[config.mk]
export PLATFORM = sky130hd
export DESIGN_NAME = instr_fetch
export DESIGN_NICKNAME = d
export VERILOG_FILES = /design/src/rtl/cpu_pkg.sv /design/src/rtl/fetch_timeout_ctr.sv /design/src/rtl/instr_fetch.sv
export SDC_FILE = /design/constraint.sdc
export NUM_CORES = 1
export LEC_CHECK = 0
export CAP_MARGIN = 20
export CORE_UTILIZATION = 38
export DETAILED_ROUTE_END_ITERATION = 10
export PLACE_DENSITY_LB_ADDON = 0.05
export REMOVE_ABC_BUFFERS = 1
export SLEW_MARGIN = 20
export SYNTH_ARGS = -nofsm -noshare
export SYNTH_HDL_FRONTEND = slang
export SYNTH_HIERARCHICAL = 1
export SYNTH_SLANG_ARGS = --single-unit
[constraint.sdc]
create_clock -name clk -period 1.95 [get_ports clk]
set_input_delay 0.195 -clock clk [delete_from_list [all_inputs] [get_ports clk]]
set_output_delay 0.195 -clock clk [all_outputs]
set_load 0.01 [all_outputs]
[src/rtl/cpu_pkg.sv]
// Shared types and constants for the fetch stage.
package cpu_pkg;

  typedef enum logic [1:0] {
    IDLE,
    REQ,
    DONE
  } fetch_state_t;

  localparam logic [31:0] DEF_NOP_INSTR = 32'h0000_0013;

endpackage

[src/rtl/fetch_timeout_ctr.sv]
// Clear/enable cycle counter for the fetch request timeout.
// tc flags the last cycle the request may stay outstanding.
module fetch_timeout_ctr #(
  parameter int TIMEOUT = 16
) (
  input  logic clk,
  input  logic rst,
  input  logic clr,
  input  logic en,
  output logic tc
);

  localparam int CW = $clog2(TIMEOUT + 1);

  logic [CW-1:0] cnt_q;
  logic [CW-1:0] cnt_d;

  always_comb begin
    cnt_d = cnt_q;
    if (clr) begin
      cnt_d = '0;
    end else if (en) begin
      cnt_d = cnt_q + CW'(1);
    end
  end

  always_ff @(posedge clk) begin
    if (rst) begin
      cnt_q <= '0;
    end else begin
      cnt_q <= cnt_d;
    end
  end

  assign tc = (cnt_q == CW'(TIMEOUT - 1));

endmodule

[src/rtl/instr_fetch.sv]
// Fetch stage: one imem request/ack per PC, one iready pulse per word.
// Misaligned PC or memory timeout raises a sticky fault and stops fetching.
module instr_fetch
  import cpu_pkg::*;
#(
  parameter int          TIMEOUT   = 16,
  parameter logic [31:0] NOP_INSTR = DEF_NOP_INSTR
) (
  input  logic        clk,
  input  logic        RST,
  input  logic [31:0] PCaddr,
  input  logic        halt,
  input  logic        imem_ack,
  input  logic [31:0] imem_rdata,
  output logic        imem_req,
  output logic [31:0] imem_addr,
  output logic [31:0] instr,
  output logic        iready,
  output logic        fetch_fault
);

  fetch_state_t state_q;
  fetch_state_t state_d;

  logic        req_q;
  logic        req_d;
  logic [31:0] addr_q;
  logic [31:0] addr_d;
  logic [31:0] instr_q;
  logic [31:0] instr_d;
  logic        iready_q;
  logic        iready_d;
  logic        fault_q;
  logic        fault_d;

  logic ctr_clr;
  logic ctr_en;
  logic ctr_tc;

  logic can_start;
  logic misaligned;

  assign can_start  = !fault_q && !halt;
  assign misaligned = (PCaddr[1:0] != 2'b00);

  fetch_timeout_ctr #(
    .TIMEOUT(TIMEOUT)
  ) u_ctr (
    .clk(clk),
    .rst(RST),
    .clr(ctr_clr),
    .en (ctr_en),
    .tc (ctr_tc)
  );

  always_ff @(posedge clk) begin
    if (RST) begin
      state_q <= IDLE;
    end else begin
      state_q <= state_d;
    end
  end

  always_comb begin
    state_d = state_q;
    unique case (state_q)
      IDLE: begin
        if (can_start && !misaligned) begin
          state_d = REQ;
        end
      end
      REQ: begin
        if (imem_ack) begin
          state_d = DONE;
        end else if (ctr_tc) begin
          state_d = IDLE;
        end
      end
      DONE:    state_d = IDLE;
      default: state_d = IDLE;
    endcase
  end

  // Ack is checked before the terminal count so a last-cycle ack wins.
  always_comb begin
    req_d    = req_q;
    addr_d   = addr_q;
    instr_d  = instr_q;
    iready_d = 1'b0;
    fault_d  = fault_q;
    ctr_clr  = 1'b0;
    ctr_en   = 1'b0;
    unique case (state_q)
      IDLE: begin
        if (can_start) begin
          if (misaligned) begin
            fault_d = 1'b1;
          end else begin
            addr_d  = PCaddr;
            req_d   = 1'b1;
            ctr_clr = 1'b1;
          end
        end
      end
      REQ: begin
        if (imem_ack) begin
          instr_d  = imem_rdata;
          req_d    = 1'b0;
          iready_d = 1'b1;
        end else if (ctr_tc) begin
          req_d   = 1'b0;
          fault_d = 1'b1;
        end else begin
          ctr_en = 1'b1;
        end
      end
      default: begin
      end
    endcase
  end

  always_ff @(posedge clk) begin
    if (RST) begin
      req_q    <= 1'b0;
      addr_q   <= '0;
      instr_q  <= NOP_INSTR;
      iready_q <= 1'b0;
      fault_q  <= 1'b0;
    end else begin
      req_q    <= req_d;
      addr_q   <= addr_d;
      instr_q  <= instr_d;
      iready_q <= iready_d;
      fault_q  <= fault_d;
    end
  end

  assign imem_req    = req_q;
  assign imem_addr   = addr_q;
  assign instr       = instr_q;
  assign iready      = iready_q;
  assign fetch_fault = fault_q;

endmodule

==> flow_summary.yaml, run 1 <==
sta:
  post-route-min-period_ns: 1.82
  timing.final.max_slew_violations: 0
  finalHoldViolations: 0
  finalCritPeriodShare_pct: 93.2
  timing.fmax_mhz: 550
  timing.max_slew.rel_slack_pct: 62.2
  finalSetupViolations: 0
  tightestPinTransition_ns: 0.567
  unrepaired_setup_endpoints_after_global_routing: "no"
  layout_setup_ws_ns: 0.133
  worst_case_clock_skew_ns: 0.0115
  fin_tns_setup_ns: 0
  whs_ns: 0.350
drt:
  vias: 2554
  drt_first_pass_iters: 6
  post_drt_wl_per_cell_microns: 12.5
  antenna_violating_nets_post_route: 0
  routed.top_layer: "met4"
  dr_wl_met2_mm: 3.02
  met1_length_mm: 3.23
  routed_wire_length_mm: 7.00
  route.detailed.drc: 0
  iteration_0_drc_markers: 85
  met3WireLength_microns: 617
  routed_via_density: 4.57
clock_network:
  cts_tree: "done"
  cts_max_level: 3
  cts_buffers: 9
  clkLatencyLatePin_ns: 0.35
  clkSlewWorstSetupHoldPaths_ns: 0.08
  tritoncts_num_sinks: 74
  clockRootBuffer: "sky130_fd_sc_hd__clkbuf_8"
  cts_max_path_buffers: 2
yosys:
  combinational_family_with_the_most_area_after_synthesis: "simple AND/OR/NAND/NOR gates"
  synthDominantAreaCellType: "sky130_fd_sc_hd__dfxtp_1"
  synth_register_bits: 74
  fraction_of_the_mapped_netlist_area_in_simple_logic_gates_pct: 26.0
  postSynthAreaPerCell_sq_um: 9.39
  compound_gate_portion_of_the_synthesized_area_pct: 7.39
  post_synth_instance_area_sq_um: 3010
  syn-instance-count: 321
  yosysWarnings: 6
  number_of_flops_mapped_to_enable_cells_by_yosys: 0
  synth.top_cell.area_share_pct: 49.1
  fraction_of_synthesized_cell_area_in_xor_and_xnor_cells_pct: 0.291
  main_synth_ff_type: "sky130_fd_sc_hd__dfxtp_1"
  cell_types_occupying_the_most_area_after_synthesis: "sky130_fd_sc_hd__dfxtp_1, sky130_fd_sc_hd__nand2b_1, sky130_fd_sc_hd__mux2i_1"
  ys_async_sr_fraction_pct: 0
  synth_mux_area_share_pct: 10.8
  seq_area_frac_synth_pct: 49.1
  yosys.area_share.adder_pct: 0.830
  netlist-cell-type-count: 33
placement:
  dp.final_hpwl_mm: 4.71
  gp_congestion: 0.745
  count_of_placed_standard_cells_including_taps: 543
  area_of_placed_instances_sq_um: 4430
  io_buffer_count: 134
  pre_cts_ws_ns: 0.0172
cells_and_area:
  finalNetCount: 524
  post_route_cells_drive_above_1_share_pct: 7.88
  multi_input_comb_area_sq_um: 1380
  areaGrowthSynthToFinish_pct: 55.3
  post-route-util_pct: 60.9
  final.fill_count: 691
  stdcell_area_sq_um: 4680
  finish.cell_count_without_fillers: 559
  diodes: 0
  layout.area.seq_sq_um: 1480
critical_path:
  crit_path_start: "u_ctr/cnt_q[0]"
  setup.worst_path.end_class: "register"
  critPathKind: "reg2reg"
  critical_path.startpoint_type: "register"
  rr_startpoint: "u_ctr/cnt_q[0]"
  r2r_setup_slack_ns: 0.13
  worst_path_most_repeated_cell: "sky130_fd_sc_hd__ha_1"
  rr_worst_depth: 7
  cp_slowest_stage_delay_ns: 0.33
  worst_r2r_endpoint: "u_ctr/cnt_q[3]"
  crit_arrival_ns: 2.05
  critical_path_capture_point: "u_ctr/cnt_q[3]"
  worst-path-max-fanout: 3
  critical_path.cell_chain: "ha_1 > and3_1 > ha_1 > nor4b_2 > buf_4 > nand4_2 > mux2_4"
  critical_path_required_ns: 2.18
  slowest_stage_cell_on_the_critical_path: "sky130_fd_sc_hd__dfxtp_1"
grt:
  grt_usage_pct: 17.5
  maximum_number_of_pins_on_one_net_before_global_route_repair: 56
  global_route.overflow_total: 0
  antenna_found_initial: 0
  grt_pass1_wl_mm: 11.6
  first_global_vias: 2393
job:
  max_cap_viol_count: 0
die:
  io_pins: 135
  core_area_sq_um: 7690
  rows: 32
  floorplan.initialDensity_pct: 39.2
  die_boundary_width_microns: 91.1
  dieArea_sq_um: 8290
  fp.dieH_microns: 91.1
pwr:
  powerDensity_nw_per_um2: 714
  power_mw: 3.34
  power.leakage_nw: 1.66
  worst_ir_drop_vdd_mv: 0.393
min_path:
  min-delay-path-class: "in2reg"
outcome:
  outcome: "completed"
-- kinds of logic after synthesis --
group,after synthesis
compound gates,39
xor+xnor,1
fa+ha+maj,2
buf+inv,25
flops,74
mux,32
simple gates,148
-- power by group --
group | internal, mW | switching, mW | total, mW | leakage, nW
Clock | 0.836 | 0.569 | 1.40 | 0.107
Sequential | 1.55 | 0.0207 | 1.57 | 0.599
Combinational | 0.243 | 0.128 | 0.371 | 0.954
-- timing repair --
action | CTS | global route
hold buffers | 0 | 0
endpoints found under the setup margin | 1 | 5
pin swaps | 0 | 1
buffers inserted | 2 | 0
gates resized for setup | 0 | 1
hold endpoints to repair | 0 | 0
-- area by class of cell --
class | count | area share [%]
clock buffer | 9 | 2.65
clock inverter | 5 | 2.25
inverter | 2 | 0.160
multi-input combinational | 222 | 29.5
sequential | 74 | 31.6
tap | 102 | 2.73
timing repair buffer | 145 | 31.1
-- worst min path at each step --
stage | start | slack (ns) | cells after the start | to
3_3_place_gp | instr[25] | 0.44 | 2 | instr[25]
3_5_place_dp | instr[21] | 0.45 | 2 | instr[21]
2_1_floorplan | RST | 0.26 | 1 | fetch_fault
5_1_grt | RST | 0.38 | 2 | instr[21]
4_1_cts | RST | 0.34 | 2 | instr[19]
6_report | RST | 0.35 | 2 | instr[15]
-- Yosys cell counts (all sizes together), types with 2 or more instances --
cell,number
or2,2
nand2b,60
ha,2
dfxtp,74
nand3b,5
inv,2
nor3b,4
nand2,64
nor2,5
nor3,2
clkbuf,11
buf,12
mux2i,31
a21oi,32
-- registers in the layout (all words and copies together), names as in the netlist --
register / flops
iready: 1
u_ctr/cnt_q: 5
imem_req: 1
fetch_fault: 1
imem_addr: 32
instr: 32
state_q: 2
-- critical path: cells and delay by family (launching register included) --
kind | cells | cell delay (ns)
and+or+nand+nor | 3 | 0.48
muxes | 1 | 0.30
DFF | 1 | 0.33
adders and majority gates | 2 | 0.43
buffers and inverters | 1 | 0.17
-- routing by layer --
layer,vias up,global-route usage (%)
met5,-,0
met4,0,7.67
met3,12,6.20
met2,94,27.4
met1,1141,21.7
li1,1307,-
-- cell usage in the layout (no fill, tap or decap), drive strengths merged, types with 2 or more instances in the layout --
cell             n
clkdlybuf4s50  133
dfxtp           74
nand2           64
nand2b          60
a21oi           32
mux2i           31
buf             12
clkbuf           9
nand3b           5
nor2             5
nor3b            4
bufinv           3
nor3             2
inv              2
clkinvlp         2
ha               2
or2              2
Power figures use the tool's default switching activity.
==> run 2, diff against run 1 <==
PLACE_DENSITY = 0.79   (was unset)
PLACE_DENSITY_LB_ADDON = unset   (was 0.05)
SLEW_MARGIN = unset   (was 20)
==> flow_summary.yaml, run 2 (synthesis results as in run 1) <==
outcome:
  outcome: "completed"
critical_path:
  worst_path_dominant_cell_family: "simple AND/OR/NAND/NOR gates"
  critPathKind: "reg2reg"
  worst-path-max-fanout: 8
  slowest_stage_cell_on_the_critical_path: "sky130_fd_sc_hd__dfxtp_1"
  critical_path_required_ns: 2.19
  crit_arrival_ns: 2.04
  rr_worst_depth: 7
  worst_path_most_repeated_cell: "sky130_fd_sc_hd__ha_1"
  r2r_setup_slack_ns: 0.15
  rr_startpoint: "u_ctr/cnt_q[1]"
  crit_path_start: "u_ctr/cnt_q[1]"
  critical_path.cell_chain: "ha_1 > and3_1 > ha_1 > nor4b_4 > buf_4 > mux2i_1 > nor2_1"
  worst_r2r_endpoint: "u_ctr/cnt_q[1]"
  critical_path_depth: 7
  cp_slowest_stage_delay_ns: 0.32
  setup.worst_path.end_class: "register"
  critical_path_buf_inv_count: 1
  critical_path.startpoint_type: "register"
grt:
  global_route.overflow_total: 0
  first_global_vias: 2530
  grt.busiest_layer: "met2"
  grt_pass1_wl_mm: 11.4
  antenna_found_initial: 0
  grt_use_met1_pct: 20.3
  maximum_number_of_pins_on_one_net_before_global_route_repair: 43
  grtUsageMet2_pct: 28.2
  use_met3_pct: 5.86
  grt_usage_pct: 16.9
sta:
  finalHoldViolations: 0
  unrepaired_setup_endpoints_after_global_routing: "no"
  finalCritPeriodShare_pct: 92.2
  fin_tns_setup_ns: 0
  worst_case_clock_skew_ns: 0.00888
  post-route-min-period_ns: 1.80
  timing.max_slew.rel_slack_pct: 56.1
  whs_ns: 0.394
  layout_setup_ws_ns: 0.151
  tightestPinTransition_ns: 0.658
  finalSetupViolations: 0
  timing.final.max_slew_violations: 0
  timing.fmax_mhz: 556
cells_and_area:
  layout.area.seq_sq_um: 1480
  diodes: 0
  finish.cell_count_without_fillers: 559
  areaGrowthSynthToFinish_pct: 56.2
  final.fill_count: 670
  post_route_cells_drive_above_1_share_pct: 7.88
  post-route-util_pct: 61.3
  multi_input_comb_area_sq_um: 1390
  finalNetCount: 522
  mostFrequentLayoutCells: "sky130_fd_sc_hd__clkdlybuf4s50_1, sky130_fd_sc_hd__dfxtp_1, sky130_fd_sc_hd__nand2_1"
  layout_commonest_cell: "sky130_fd_sc_hd__clkdlybuf4s50_1"
clock_network:
  cts_tree: "done"
  cts_max_level: 3
  post-cts-setup-buffer-count: 0
  cts_max_path_buffers: 2
  clockRootBuffer: "sky130_fd_sc_hd__clkbuf_8"
  cts_buffers: 9
  tritoncts_num_sinks: 74
  clkLatencyLatePin_ns: 0.34
  clkSlewWorstSetupHoldPaths_ns: 0.08
drt:
  vias: 2579
  routed_via_density: 4.61
  route.detailed.drc: 0
  iteration_0_drc_markers: 81
  post_drt_wl_per_cell_microns: 12.2
  routed_wire_length_mm: 6.84
  drt_first_pass_iters: 6
  antenna_violating_nets_post_route: 0
min_path:
  whs_path_depth: 3
  min_from: "imem_rdata[9]"
  min_delay_worst_endpoint: "instr[9]"
  min-delay-path-class: "in2reg"
die:
  fp.dieH_microns: 91.1
  rows: 32
  core_area_sq_um: 7690
  die_boundary_width_microns: 91.1
  floorplan.initialDensity_pct: 39.2
  dieArea_sq_um: 8290
  io_pins: 135
placement:
  dp.final_hpwl_mm: 4.79
  io_buffer_count: 134
  count_of_placed_standard_cells_including_taps: 543
  pre_cts_ws_ns: -0.0508
  gp_congestion: 0.749
pwr:
  powerDensity_nw_per_um2: 723
  worst_ir_drop_vdd_mv: 0.447
  power.leakage_nw: 1.67
job:
  max_cap_viol_count: 0
-- run 2: worst max path at each step --
stage	endpoint	slack, ns
finish	u_ctr/cnt_q[1]	0.15
global route	u_ctr/cnt_q[1]	0.009
CTS	u_ctr/cnt_q[1]	0.08
detailed placement	u_ctr/cnt_q[1]	-0.05
global placement	u_ctr/cnt_q[1]	0.05
floorplan	u_ctr/cnt_q[3]	-1.15
-- run 2: per-layer routing --
metal  vias to the layer above  share of wire [%]
met2                        95                 47
met5                         -                  0
li1                       1305                  -
met3                         8                8.0
met1                      1171                 44
met4                         0                1.0
-- run 2: cell type report --
type                       instances  share of cell area, %
sequential                        74                   31.5
timing repair buffer             143                   30.9
multi-input combinational        222                   29.5
clock buffer                      10                   2.92
tap                              102                   2.71
clock inverter                     6                   2.42
inverter                           2                  0.159
-- run 2: metrics by stage --
stage | power [mW] | cell area (sq um)
3_5_place_dp | 1.98 | 4440
2_1_floorplan | 1.72 | 2860
4_1_cts | 3.45 | 4700
5_1_grt | 3.55 | 4710
3_3_place_gp | 1.97 | 4440
6_report | 3.40 | 4710
-- run 2: power breakdown --
part	switching, mW	internal [mW]	total [mW]
combinational	0.130	0.246	0.376
clock	0.574	0.887	1.46
sequential	0.0207	1.55	1.57
-- run 2: worst min-delay path, stage by stage --
cell and delay (ns):
sky130_fd_sc_hd__clkdlybuf4s50_1 0.39, sky130_fd_sc_hd__nand2_1 0.05, sky130_fd_sc_hd__a21oi_1 0.05
-- run 2: timing repair --
item	in CTS	in global routing
hold buffers	0	0
endpoints found under the setup margin	5	1
resized for setup	1	1
